`src/rtl/id_ex_stage.sv`:
```
// id_ex_stage: ID/EX pipeline register with load-use hazard detection.
// A load in EX whose destination is read by the instruction in ID stalls
// PC and IF/ID for one cycle and injects a bubble into EX.
// Optional: define STALL_COUNT_EN to count hazard bubbles in stall_count
// (saturating); otherwise stall_count is tied to 0.
module id_ex_stage #(
  parameter int DW = 32
) (
  input  logic          clk,
  input  logic          rst_n,
  input  logic          valid_ID,
  input  logic [4:0]    rs_ID,
  input  logic [4:0]    rt_ID,
  input  logic [4:0]    rd_ID,
  input  logic          uses_rs_ID,
  input  logic          uses_rt_ID,
  input  logic [DW-1:0] reg_a_ID,
  input  logic [DW-1:0] reg_b_ID,
  input  logic [DW-1:0] imm_ID,
  input  logic          mem_read_ID,
  input  logic          mem_write_ID,
  input  logic          write_reg_ID,
  input  logic          reg_dst_ID,
  input  logic          alu_src_ID,
  input  logic [3:0]    alu_op_ID,
  input  logic          flush_EX,
  output logic          valid_EX,
  output logic          mem_read_EX,
  output logic          mem_write_EX,
  output logic          write_reg_EX,
  output logic          alu_src_EX,
  output logic [3:0]    alu_op_EX,
  output logic [4:0]    rs_EX,
  output logic [4:0]    rt_EX,
  output logic [4:0]    rw_EX,
  output logic [DW-1:0] reg_a_EX,
  output logic [DW-1:0] reg_b_EX,
  output logic [DW-1:0] imm_EX,
  output logic          pc_write,
  output logic          if_id_write,
  output logic [DW-1:0] stall_count
);

  typedef enum logic {RUN = 1'b0, BUBBLE = 1'b1} state_t;

  state_t state_q, state_d;
  logic   hazard;
  logic   bubble;
  logic   rs_hit, rt_hit;

  // Load in EX feeding a source of the ID instruction; r0 loads never stall.
  always_comb begin
    rs_hit = uses_rs_ID & (rw_EX == rs_ID);
    rt_hit = uses_rt_ID & (rw_EX == rt_ID);
    hazard = valid_ID & ~flush_EX & valid_EX & mem_read_EX & (rw_EX != 5'd0) &
             (rs_hit | rt_hit) & (state_q == RUN);
    bubble = flush_EX | hazard | ~valid_ID;
  end

  assign pc_write    = ~hazard;
  assign if_id_write = ~hazard;

  // State register: BUBBLE marks the single stall cycle.
  always_ff @(posedge clk or negedge rst_n) begin
    if (!rst_n) state_q <= RUN;
    else        state_q <= state_d;
  end

  // Next state: a stall lasts exactly one cycle.
  always_comb begin
    state_d = state_q;
    case (state_q)
      RUN:     if (hazard) state_d = BUBBLE;
      BUBBLE:  state_d = RUN;
      default: state_d = RUN;
    endcase
  end

  // Pipeline register: bubble clears control and register numbers, data rides along.
  always_ff @(posedge clk or negedge rst_n) begin
    if (!rst_n) begin
      valid_EX     <= 1'b0;
      mem_read_EX  <= 1'b0;
      mem_write_EX <= 1'b0;
      write_reg_EX <= 1'b0;
      alu_src_EX   <= 1'b0;
      alu_op_EX    <= '0;
      rs_EX        <= '0;
      rt_EX        <= '0;
      rw_EX        <= '0;
      reg_a_EX     <= '0;
      reg_b_EX     <= '0;
      imm_EX       <= '0;
    end else begin
      reg_a_EX <= reg_a_ID;
      reg_b_EX <= reg_b_ID;
      imm_EX   <= imm_ID;
      if (bubble) begin
        valid_EX     <= 1'b0;
        mem_read_EX  <= 1'b0;
        mem_write_EX <= 1'b0;
        write_reg_EX <= 1'b0;
        alu_src_EX   <= 1'b0;
        alu_op_EX    <= '0;
        rs_EX        <= '0;
        rt_EX        <= '0;
        rw_EX        <= '0;
      end else begin
        valid_EX     <= 1'b1;
        mem_read_EX  <= mem_read_ID;
        mem_write_EX <= mem_write_ID;
        write_reg_EX <= write_reg_ID;
        alu_src_EX   <= alu_src_ID;
        alu_op_EX    <= alu_op_ID;
        rs_EX        <= rs_ID;
        rt_EX        <= rt_ID;
        rw_EX        <= reg_dst_ID ? rd_ID : rt_ID;
      end
    end
  end

`ifdef STALL_COUNT_EN
  logic [DW-1:0] stall_cnt_q;

  // Count hazard bubbles only; saturate instead of wrapping.
  always_ff @(posedge clk or negedge rst_n) begin
    if (!rst_n)                         stall_cnt_q <= '0;
    else if (hazard && ~&stall_cnt_q)   stall_cnt_q <= stall_cnt_q + 1'b1;
  end

  assign stall_count = stall_cnt_q;
`else
  assign stall_count = '0;
`endif

endmodule

```
`config.mk`:
```
export PLATFORM = sky130hd
export DESIGN_NAME = id_ex_stage
export DESIGN_NICKNAME = d
export VERILOG_FILES = /design/src/rtl/id_ex_stage.sv
export SDC_FILE = /design/constraint.sdc
export NUM_CORES = 1
export LEC_CHECK = 0
export CELL_PAD_IN_SITES_DETAIL_PLACEMENT = 0
export CELL_PAD_IN_SITES_GLOBAL_PLACEMENT = 1
export CORE_ASPECT_RATIO = 1.5
export CORE_MARGIN = 1
export CORE_UTILIZATION = 25
export DETAILED_ROUTE_END_ITERATION = 12
export GPL_TIMING_DRIVEN = 0
export HOLD_SLACK_MARGIN = 0.03
export PLACE_DENSITY = 0.87
export SYNTH_ARGS = -nofsm -noshare
export SYNTH_HDL_FRONTEND = slang
export SYNTH_SLANG_ARGS = --single-unit
```
`constraint.sdc`:
```
create_clock -name clk -period 1.95 [get_ports clk]
set_input_delay 0.195 -clock clk [delete_from_list [all_inputs] [get_ports clk]]
set_output_delay 0.195 -clock clk [all_outputs]
set_load 0.05 [all_outputs]
```
Yosys cells after proc, flatten, opt, wreduce, memory -nomap -nowiden --
Cells that the tools add are included.
Word-level totals: bits of input ports 126, memories kept 0, ROM bits 0, bits in registers 121, bits in writable memories 0, logic and storage cells 43, latch bits 0, output and inout port bits 154
Operators by class: add/sub/neg operators 0, eq/ne operators 2, reduce and logical (&&, ||, !) cells 1, div/mod/pow operators 0, mux-type cells 12, $lt $le $gt $ge 0, multipliers 0, bitwise operators 15, shift-type cells 0
Operator list (count):
- $mux 5 | 4
- $eq 5x5->1 | 2
- $and 1x1->1 | 8
- $mux 1 | 6
- $reduce_bool 5->1 | 1
- $mux 4 | 1
- $not 1->1 | 4
- $or 1x1->1 | 3
- $pmux 1 s2 | 1

Depth between registers and ports, before layout --
word-level depth 10, gate-level depth with buffers 6, gate-level depth less buffers 4

Worst setup path before layout --
OpenSTA, ideal clock, no wires.
path type flip-flop to output port, from register rw_EX[0], to output port pc_write, data required time 1.755 ns, stages on the path, launching flop included 7, buffers on the path 2, slack -0.444 ns, arrival 2.199 ns, cells stage by stage dfrtp_1 -> or4_1 -> nor2_2 -> nor4_4 -> buf_6 -> nand2_1 -> buf_4
Between the ends: word-level cells in the longest chain between the ends 6, elaborated cells on any way between the ends 10, classes of those cells 2 x eq/ne; 7 x bitwise; 1 x reduce/logical
RTL lines:
- start: declaration | RTL line 35 | output logic [4:0] rw_EX,
- start signal: assignment | RTL line 117 | rw_EX <= reg_dst_ID ? rd_ID : rt_ID;
- $eq 5x5->1 (on tied branches) | RTL line 53, 54
- $and 1x1->1 (on tied branches) | RTL line 53, 54
- $or 1x1->1 | RTL line 56 | (rs_hit | rt_hit) & (state_q == RUN);
- $and 1x1->1 (*) | RTL line 55 | hazard = valid_ID & ~flush_EX & valid_EX & mem_read_EX & (rw_EX != 5'd0) &
- $and 1x1->1 (*) | RTL line 56
- $not 1->1 (*)
- end: declaration | RTL line 39 | output logic pc_write,
Every way passes the cells marked *; elsewhere a longest branch is shown, timed or not.

Final worst setup path --
from register rw_EX[0], to output port pc_write
Between the ends: word-level cells in the longest chain between the ends 6, elaborated cells on any way between the ends 10, classes of those cells 2 x eq/ne; 7 x bitwise; 1 x reduce/logical
RTL lines:
- $eq 5x5->1 (on tied branches) | RTL line 53, 54
- $and 1x1->1 (on tied branches) | RTL line 53, 54
- $or 1x1->1 | RTL line 56
- $and 1x1->1 (*) | RTL line 55
- $and 1x1->1 (*) | RTL line 56
- $not 1->1 (*) | RTL line 60 | assign pc_write = ~hazard;
Marks and branches as above.

==> metrics <==
status=complete, but fails checks; failing checks=setup timing; deepest clock path buffer count=2; Die H=154 µm; Max Transition Viols Final=0; Area contributors post-synth=dfrtp_1 (79%), buf_4 (6.8%), a21oi_2 (4.3%); vias=2845; final instance area=0.00745 mm²; Async SR Flop Fraction=100%; initial antenna violation count=0; initial drt markers=38; starting density of the core=25.5%; CTS tree=done; Post-Route WL=11200 µm; Pint=4.96 mW; Clock Sink Count=121; post-synth top area cell=dfrtp_1; I/O pin cnt=280; synthesis-stage register bit count=121; Root Driver=clkbuf_16; Fmax achieved=482 MHz; fin crit period=2.08 ns; Switching Fraction=29.4%; critical path type=flip-flop to output pin; Final Non-Filler Cells=752; Min-Delay Path Class=input pin to flip-flop; Clock Pin Slew Worst Setup and Hold Paths=0.06 ns; clock share of power=43.2%; Worst Path Arrival=1.88 ns; Warnings, synthesis=0; Pwr Total=7.02 mW; Post-synth top cells=dfrtp_1 (121), buf_4 (35), nand2_1 (22), a21oi_2 (19), xnor2_1 (10); Worst-Skew Late Latency=0.40 ns; count leader, synth=dfrtp_1; placed cell count=710; GRT overflow=0; top_reg_cell synth=dfrtp_1; Ant. Diodes=0; CTS Buf Count=17; CP max FO=3; Slew HR=59.0%; Worst Max-Slew Pin Slew=0.613 ns; Setup WS post-layout=-0.126 ns; average size of a mapped cell=16.5 µm²; Max IR drop VDD=520 µV; Max Cap Violations=0; synthesized instance count=233; final-stage net count=666; Die Wd=103 µm; Post-synth EDFFs=0; Seq pwr share=38.1%; DIE AREA=0.0159 mm²; vias in the first global route=2999; Synth top area share=78.9%; clock skew=0.00829 ns; required time of the critical path=1.75 ns; H-Tree Depth=4; gp weighted congestion=0.778; synthesis-to-layout area growth=94.1%; Startpoint Class=flip-flop; # rows=55; layout cell share with drive strength beyond 1=21.3%; total track usage=13.8%; dpl cell area=0.00672 mm²; sequential area share after synthesis=78.9%; PD cells=943 mW/mm²; First-pass DRT Iterations=4; largest net degree at the start of global routing=83; Buffers on Ports=246; DR WL/cell=14.8 µm; WHS=0.228 ns; final setup vio count=2; antenna violation net count after detailed routing=0; hpwl dp=8700 µm; Core Region=0.0151 mm²; final hold violations=0; post-synthesis cell area=0.00384 mm²; Net Sw Power=2.06 mW; Cell variety after synth=20; first-pass GRT wire length=16000 µm; DRC=0; vias per cell=3.78; power share of the combinational group=18.7%; Crit. End Element=output pin; post-route core utilization=49.4%; post-route clock period utilization=106%; leak pwr=3.24 nW; RSZ-0062 raised after global routing=true
area by class of cell:
cell class / count / area [µm²]
Buffer: 40 / 307
Clock buffer: 17 / 425
Clock inverter: 15 / 153
Fill cell: 1285 / 7620
Multi-Input combinational cell: 102 / 687
Sequential cell: 121 / 3030
Tap cell: 199 / 249
Timing Repair Buffer: 258 / 2590
logic make-up (layout without fill, tap and decap cells):
| logic type | Yosys count | in the layout | share of synthesized area [%] |
|---|---|---|---|
| XOR/XNOR | 10 | 10 | 2.28 |
| other | 1 | 32 | 0.0977 |
| buffers and inverters | 41 | 330 | 7.86 |
| AO/OA/AOI/OAI | 25 | 25 | 5.64 |
| flip-flops | 121 | 121 | 78.9 |
| AND/OR/NAND/NOR | 30 | 30 | 3.91 |
| multiplexers | 5 | 5 | 1.30 |
path summary, 6_finish.rpt:
kind	endpoint	start	cells past startpoint	slack [ns]
min in group asynchronous	reg_b_EX[8]	rst_n	2	0.29
min	reg_b_EX[18]	reg_b_ID[18]	1	0.23
max in group asynchronous	reg_b_EX[23]	rst_n	3	0.94
max reg2reg	rs_EX[4]	rw_EX[0]	7	0.08
max	pc_write	rw_EX[0]	8	-0.13
min reg2reg	rt_EX[3]	state_q	4	0.87
sequential cells by signal, summed over array words and instances (netlist names):
register      count
rs_EX             5
imm_EX           32
state_q           1
reg_b_EX         32
alu_src_EX        1
write_reg_EX      1
valid_EX          1
reg_a_EX         32
alu_op_EX         4
rw_EX             5
mem_read_EX       1
mem_write_EX      1
rt_EX             5
metrics by stage:
stage	TNS, ns	worst slack [ns]
after floorplan	0	0.0231
after global placement	-452.36	-4.13
after detailed placement	-1.56	-0.819
after CTS	-0.183	-0.131
after global routing	-0.252	-0.176
final	-0.166	-0.126
power by group through the flow:
stage	sequential (mW)	combinational, mW	clock (mW)
2_1_floorplan	3.16	0.258	0
3_3_place_gp	2.72	1.27	0
3_5_place_dp	2.72	1.29	0
4_1_cts	2.68	1.32	3.13
5_1_grt	2.69	1.37	3.22
6_report	2.67	1.31	3.04
cells in the final DEF (no fill, tap or decap), types with 2 or more instances in the layout:
| cell type | n |
|---|---|
| clkdlybuf4s50_1 | 242 |
| xnor2_2 | 4 |
| a211oi_1 | 5 |
| clkinv_4 | 2 |
| nand4_1 | 2 |
| inv_8 | 2 |
| xnor2_1 | 6 |
| clkbuf_1 | 2 |
| a21oi_2 | 19 |
| buf_8 | 2 |
| buf_6 | 6 |
| buf_4 | 41 |
| inv_6 | 8 |
| nand2_1 | 21 |
| mux2i_1 | 5 |
| conb_1 | 32 |
| dfrtp_2 | 5 |
| clkbuf_16 | 17 |
| dfrtp_1 | 116 |
worst max-delay path, cell delays in order (launching register included):
cell	delay, ns
dfrtp_2	0.43
buf_6	0.12
xnor2_2	0.10
nand4_1	0.16
o22ai_4	0.21
buf_12	0.14
nand2_8	0.04
buf_6	0.13
buf_8	0.14
layer usage:
layer	global-route usage, %	vias to the layer above	wire length [µm]
li1	-	1304	-
met1	13.8	1331	3860
met2	25.1	194	5860
met3	4.95	16	1200
met4	6.04	0	237
met5	0	-	0
timing repair:
item,in CTS,in global routing
cloned,0,0
setup endpoints to repair,2,2
hold endpoints to repair,39,0
setup buffers,9,2
hold buffers,1,0
resized for setup,27,3
pin swaps,10,3
(Power assumes the default switching activity.)
